===== src/rtl/b_handler_pkg.sv =====
// Shared traffic-generator types: AXI response codes, B channel payload and
// the transaction descriptor used by the AW, W and B handlers.
package b_handler_pkg;

    localparam int ID_W  = 4;
    localparam int CNT_W = 8;

    typedef enum logic [1:0] {
        RESP_OKAY   = 2'b00,
        RESP_EXOKAY = 2'b01,
        RESP_SLVERR = 2'b10,
        RESP_DECERR = 2'b11
    } axi_resp_e;

    typedef struct packed {
        logic [ID_W-1:0] id;
        logic [1:0]      resp;
    } b_channel_t;

    typedef struct packed {
        logic [ID_W-1:0] id;
        logic [7:0]      burst_len;
    } trans_data_t;

    typedef enum logic [1:0] {
        IDLE      = 2'd0,
        WAIT_RESP = 2'd1,
        DONE      = 2'd2
    } b_state_e;

    function automatic logic [CNT_W-1:0] sat_inc(input logic [CNT_W-1:0] v);
        return (v == {CNT_W{1'b1}}) ? v : v + CNT_W'(1);
    endfunction

endpackage


===== src/rtl/b_handler_up_down_counter.sv =====
// Up/down counter with clear and a hold-at-maximum ceiling; overflow flags an
// increment refused because the ceiling was reached.
module up_down_counter #(
    parameter int WIDTH   = 8,
    parameter int MAX_VAL = 255
) (
    input  logic             clk_i,
    input  logic             rst_i,
    input  logic             clear,
    input  logic             inc,
    input  logic             dec,
    output logic [WIDTH-1:0] count,
    output logic             overflow
);

    localparam logic [WIDTH-1:0] MAX_C = WIDTH'(MAX_VAL);

    logic [WIDTH-1:0] count_reg;
    logic [WIDTH-1:0] count_next;

    always_comb begin
        count_next = count_reg;
        overflow   = 1'b0;
        if (clear) begin
            // A same-cycle increment survives the clear
            count_next = inc ? WIDTH'(1) : '0;
        end else if (inc && !dec) begin
            if (count_reg == MAX_C) overflow = 1'b1;
            else                    count_next = count_reg + WIDTH'(1);
        end else if (dec && !inc && count_reg != '0) begin
            count_next = count_reg - WIDTH'(1);
        end
    end

    always_ff @(posedge clk_i) begin
        if (rst_i) count_reg <= '0;
        else       count_reg <= count_next;
    end

    assign count = count_reg;

endmodule


===== src/rtl/b_handler.sv =====
// Write-response stage: accepts B responses against issued AW handshakes,
// checks BID/BRESP and reports completion and error status.
module b_handler
    import b_handler_pkg::*;
#(
    parameter type b_channel_t_p  = b_handler_pkg::b_channel_t,
    parameter type trans_data_t_p = b_handler_pkg::trans_data_t,
    parameter int  MaxOutstanding = 8
) (
    input  logic          clk_i,
    input  logic          rst_i,
    input  logic          b_valid_i,
    input  b_channel_t_p  b_data_i,
    output logic          b_ready_o,
    input  logic          aw_issued_i,
    input  trans_data_t_p trans_data_i,
    input  logic          enable_i,
    output logic          ready_o,
    output logic          done_o,
    output logic          err_o,
    output logic [7:0]    err_count_o,
    output logic [7:0]    outstanding_o
);

    b_state_e      state_reg, state_next;
    trans_data_t_p trans_reg, trans_next;
    logic [7:0]    received_reg, received_next;
    logic [7:0]    err_count_reg, err_count_next;
    logic          err_reg, err_next;

    logic       cnt_clear;
    logic       cnt_overflow;
    logic       handshake;
    logic       bad_resp;
    logic [7:0] outstanding;

    up_down_counter #(
        .WIDTH   (8),
        .MAX_VAL (MaxOutstanding)
    ) u_outstanding (
        .clk_i    (clk_i),
        .rst_i    (rst_i),
        .clear    (cnt_clear),
        .inc      (aw_issued_i),
        .dec      (handshake),
        .count    (outstanding),
        .overflow (cnt_overflow)
    );

    assign handshake = b_valid_i && b_ready_o;
    assign bad_resp  = (b_data_i.resp != 2'(RESP_OKAY)) || (b_data_i.id != trans_reg.id);

    always_comb begin
        state_next     = state_reg;
        trans_next     = trans_reg;
        received_next  = received_reg;
        err_count_next = err_count_reg;
        err_next       = err_reg;
        cnt_clear      = 1'b0;
        ready_o        = 1'b0;
        b_ready_o      = 1'b0;
        done_o         = 1'b0;

        unique case (state_reg)
            IDLE: begin
                ready_o    = 1'b1;
                trans_next = trans_data_i;
                if (enable_i) begin
                    received_next  = '0;
                    err_count_next = '0;
                    err_next       = 1'b0;
                    cnt_clear      = 1'b1;
                    state_next     = (trans_data_i.burst_len == 8'd0) ? DONE : WAIT_RESP;
                end
            end
            WAIT_RESP: begin
                // Never accept a response whose AW has not yet gone out
                b_ready_o = (outstanding != 8'd0);
                if (handshake) begin
                    received_next = received_reg + 8'd1;
                    if (bad_resp) begin
                        err_next       = 1'b1;
                        err_count_next = sat_inc(err_count_reg);
                    end
                    if (received_reg == 8'(trans_reg.burst_len - 8'd1)) state_next = DONE;
                end
            end
            DONE: begin
                done_o     = 1'b1;
                state_next = IDLE;
            end
            default: state_next = IDLE;
        endcase

        if (cnt_overflow) err_next = 1'b1;
    end

    always_ff @(posedge clk_i) begin
        if (rst_i) begin
            state_reg     <= IDLE;
            trans_reg     <= '0;
            received_reg  <= '0;
            err_count_reg <= '0;
            err_reg       <= 1'b0;
        end else begin
            state_reg     <= state_next;
            trans_reg     <= trans_next;
            received_reg  <= received_next;
            err_count_reg <= err_count_next;
            err_reg       <= err_next;
        end
    end

    assign err_o         = err_reg;
    assign err_count_o   = err_count_reg;
    assign outstanding_o = outstanding;

endmodule

===== config.mk =====
export PLATFORM = sky130hd
export DESIGN_NAME = b_handler
export DESIGN_NICKNAME = d
export VERILOG_FILES = /design/src/rtl/b_handler_pkg.sv /design/src/rtl/b_handler_up_down_counter.sv /design/src/rtl/b_handler.sv
export SDC_FILE = /design/constraint.sdc
export NUM_CORES = 1
export LEC_CHECK = 0
export CAP_MARGIN = 10
export CORE_UTILIZATION = 56
export DETAILED_ROUTE_END_ITERATION = 8
export PLACE_DENSITY = 0.83
export REMOVE_ABC_BUFFERS = 1
export SLEW_MARGIN = 20
export SYNTH_ARGS = -nofsm -noshare
export SYNTH_HDL_FRONTEND = slang
export SYNTH_SLANG_ARGS = --single-unit

===== constraint.sdc =====
create_clock -name clk_i -period 4.95 [get_ports clk_i]
set_input_delay 0.99 -clock clk_i [delete_from_list [all_inputs] [get_ports clk_i]]
set_output_delay 0.99 -clock clk_i [all_outputs]
set_load 0.005 [all_outputs]

## Yosys cells after proc, flatten, opt, wreduce, memory -nomap -nowiden

Cells that the tools add are included.

| word-level totals | value |
|---|---|
| bits of input ports | 23 |
| output and inout port bits | 20 |
| register bits | 39 |

| cells by class | value |
|---|---|
| eq/ne operators | 15 |
| reductions and logical operators | 19 |
| add/subtract/negate cells | 5 |
| multiplexer cells | 30 |

Operators by type and width:

| operator | count |
|---|---|
| $mux 8 | 9 |
| $pmux 8 s2 | 2 |
| $add 8x1->8 const B | 3 |
| $sub 8x1->8 const B | 2 |
| $mux 1 | 13 |
| $ne 3x3->1 const B | 3 |
| $eq 8x4->1 const B | 1 |
| $eq 8x8->1 | 1 |
| $eq 8x8->1 const B | 1 |
| $logic_not 8->1 | 1 |
| $mux 2 | 4 |
| $ne 2x2->1 const B | 4 |
| $reduce_bool 8->1 | 1 |
| $reduce_and 3->1 | 2 |
| $reduce_bool 3->1 | 2 |
| $reduce_and 5->1 | 1 |
| $logic_and 1x1->1 | 4 |
| $ne 4x4->1 | 1 |
| $pmux 2 s2 | 1 |
| $reduce_and 4->1 | 1 |
| $reduce_bool 2->1 | 2 |
| $ne 3x2->1 const B | 1 |
| $eq 2x1->1 const B | 1 |
| $eq 2x2->1 const B | 1 |
| other kinds (6) | 7 |

## Longest topological paths before layout

| logic depth | value |
|---|---|
| depth in word-level cells | 9 |
| gate-level depth with buffers | 11 |
| mapped depth without buffers | 11 |

## By module

Synthesis repeated with hierarchy kept, for this count alone.

| second synthesis, totals | value |
|---|---|
| cells, all modules | 298 |
| area, all modules | 2431.1 um^2 |

Modules (own cells, without submodules):

| module | times used | area each (um^2) | sequential area each (um^2) | cells an instance |
|---|---|---|---|---|
| b_handler | 1 | 1722.9 | 620.6 | 210 |
| up_down_counter | 1 | 708.2 | 160.2 | 88 |

## Worst setup path after synthesis

Ideal clock, no wire load.

| timing | value |
|---|---|
| kind | input-to-reg |
| start point | input b_valid_i |
| end point | register u_outstanding.count_reg[7], in the netlist u_outstanding.count[7] |
| setup time | 0.070 ns |
| slack | 1.651 ns |
| cell stages on the path | 9 |
| arrival | 3.229 ns |
| cell sequence | nand3b_1 o21ai_0 ha_1 a21oi_1 o211ai_1 o41a_1 xnor2_1 or3_1 a21oi_1 |

| between the ends | value |
|---|---|
| word-level cells in the longest chain between the ends | 5 |
| elaborated cells on any way between the ends | 10 |

Ends and longest elaborated chain:

| element | RTL line | RTL |
|---|---|---|
| start: declaration | b_handler.sv:12 | `input logic b_valid_i,` |
| $logic_and 1x1->1 (*) | b_handler.sv:50 | `assign handshake = b_valid_i && b_ready_o;` |
| $logic_not 1->1 / $logic_and 1x1->1 (equally long branches) | b_handler_up_down_counter.sv:27, b_handler_up_down_counter.sv:30 |  |
| $logic_and 1x1->1, on equally long branches | b_handler_up_down_counter.sv:27, b_handler_up_down_counter.sv:30 |  |
| $ne 3x3->1 (no source line), or another cell as far along | -- |  |
| $reduce_and 2->1 (no source line) / $mux 8 (equally long branches) | -- |  |
| end signal: assignment | b_handler_up_down_counter.sv:37 | `else count_reg <= count_next;` |
| end: declaration | b_handler_up_down_counter.sv:18 | `logic [WIDTH-1:0] count_reg;` |

Mark *: on every way between the ends. The rest lies on a longest branch, timed or not.
A chain may end at the register's enable or synchronous reset.

## Worst setup path in the final report

Ends and elaborated chain as after synthesis.

==> metrics <==
Async S/R FF share, synth=0%; Tmin final=3280 ps; die height=65.31 um; CTS Buffer Depth=2; first-pass GRT wire length=8542 um; Worst VDD drop=0.0003329 V; hold depth=2; MaxCap Viol Count=0; Hold Vio Cnt, Final=0; Top Ports=43; first-pass iteration count of the detailed router=4; Max Fclk=0.3049 GHz; PD cells=432.3 mW/mm^2; total grt overflow=0; HP Class=reg -> reg; Starting DRT DRC Count=108; P&R area growth vs syn=23.58%; Post-CTS Resized=0; max reg flops=12; Max-slew headroom=50.00%; P_leak=1.007 nW; Initial Utilization=59.96%; TNS Setup=0 ps; RSZ-0062 raised after global routing=no; worst path required time=5170 ps; Clk pin slew, worst setup/hold paths=70 ps; CTS Buf Count=5; reg2reg path depth=11; Critical Path Source Type=primary input; Sink Count=39; Cell variety after synth=48; die area=0.004265 mm^2; initial antenna violation count=0; Post-synth EDFFs=0; die width=65.31 um; final-report max-slew violation count=0; Post-Route Skew=1.913 ps; final HPWL from detailed placement=3835 um; Worst EP arrival=3500 ps; fraction of layout cells with a size suffix above 1=4.984%; final setup fails=0; Total Power=1.199 mW; Port Buffers=42; WL/cell=13.93 um; sequential-to-total area share from yosys stat=34.78%; routed vias/inst=5.859; worst-margin pin slew=747.6 ps; All-Layer GR Usage=25.93%; post-synthesis cell count=281; GP Congestion=0.9039; total core area=0.003744 mm^2; root buf cell=clkbuf_8; Post-CTS Setup Inserts=0; Nets=354; Most used DFF post-synth=dfxtp_1; antenna viol nets, final=0; Ant. Diodes=0; critical path endpoint category=register; pin count of the biggest net entering global routing=22; post-route DRC violation count=0; worst-path fanout max=8; Post-Syn Area=0.002245 mm^2; fin worst setup slack=1670 ps; Avg Inst Size Synth=7.988 um^2; Synth Register Bits=39; Warnings, synthesis=0; dpl ws=1389 ps; Site Rows=22; Tcrit/Tclk final=66.26%; CTS tree=done; final WL=5141 um; Vias=2162; worst skew pair latency=290 ps; status=finished clean; CP Class=in -> reg; hold buffers post-CTS=0; # fillers=312; H-Tree Depth=2; vias in the first global route=1914
## stage by stage
stage / util, % / hold WS, ps / cell area, um^2 / std cells
2_1_floorplan: - / 442.0 / 2198 / 271
3_3_place_gp: 71.76 / 459.1 / 2686 / 362
3_5_place_dp: 71.76 / 463.7 / 2686 / 362
4_1_cts: 74.10 / 473.5 / 2774 / 369
5_1_grt: 74.10 / 501.0 / 2774 / 369
6_report: 74.10 / 471.0 / 2774 / 369
## per-layer routing
metal  global-route usage [%]  share of wire, %  vias to the layer above  routed length (um)
li1                         -                 -                     1079                   -
met4                    9.511               1.1                        0                  59
met5                        0                 0                        -                   0
met1                    33.90                47                     1010                2394
met2                    42.40                48                       66                2453
met3                    4.514               4.6                        7                 234
## cell families (layout without fill, tap and decap cells)
logic type | Yosys count | after routing | synth area share [%]
xor+xnor | 23 | 23 | 8.975
flops | 39 | 39 | 34.78
compound gates | 73 | 73 | 20.18
buf+inv | 20 | 60 | 3.735
fa+ha+maj | 10 | 10 | 5.909
mux | 3 | 3 | 1.338
simple gates | 113 | 113 | 25.08
## layout make-up
| class | count | area [um^2] | share of cell area (%) |
|---|---|---|---|
| multi-input cells | 222 | 1380 | 49.75 |
| flip-flops and latches | 39 | 780.7 | 28.15 |
| repair buffers | 43 | 427.9 | 15.43 |
| clock buffers | 6 | 82.58 | 2.977 |
| well taps | 48 | 60.06 | 2.165 |
| inverters | 10 | 37.54 | 1.353 |
| clock inverters | 1 | 5.005 | 0.1804 |
## final timing paths
path,from,endpoint,slack (ps)
hold reg to reg,trans_reg[8]$_SDFFE_PP0P_,trans_reg[8]$_SDFFE_PP0P_,470
setup / recovery,b_valid_i,u_outstanding.count[7]$_SDFFE_PP0P_,1670
hold / removal,trans_reg[8]$_SDFFE_PP0P_,trans_reg[8]$_SDFFE_PP0P_,470
setup reg to reg,u_outstanding.count[4]$_SDFFE_PP0P_,u_outstanding.count[7]$_SDFFE_PP0P_,1910
## power breakdown
group / switching [mW] / internal, mW
clock network: 0.110 / 0.109
registers: 0.0578 / 0.356
logic: 0.295 / 0.271
## synthesized netlist by cell type (all sizes together) (3+ instances only)
master  instances  area [um^2]
nor2           22        90.09
o211ai          3        22.52
buf             3        20.01
xnor2          14        122.6
dfxtp          39        780.8
a211oi          5        42.54
a21oi          33        168.9
a31oi           3        18.77
or3             6        37.54
nand4           4        25.02
ha              9        112.6
o21ai          13        68.82
o21a            4        30.03
clkbuf          7        26.28
nand2          40        150.1
inv            10        37.54
xor2            9        78.83
mux2i           3        30.03
nand3          10        50.05
nor3            8        40.04
nor2b           3        18.77
nor4            3        18.77
or4             5        45.04
## placed cells by master (no fill, tap or decap), types with 9 or more instances in the layout
| cell type | count |
|---|---|
| nor2_1 | 21 |
| nand2_1 | 40 |
| dfxtp_1 | 39 |
| ha_1 | 9 |
| xor2_1 | 9 |
| a21oi_1 | 32 |
| inv_1 | 10 |
| clkdlybuf4s50_1 | 42 |
| xnor2_1 | 14 |
| nand3_1 | 10 |
## worst max-delay path: stages
cell and delay (ps):
clkdlybuf4s50_1 470, nand3b_1 130, o21ai_0 180, buf_4 180
ha_1 240, a21oi_1 200, o211ai_1 170, o41a_1 350
xnor2_1 140, or3_1 310, a21oi_1 150
Note: power is estimated with default switching activity, not from simulation.
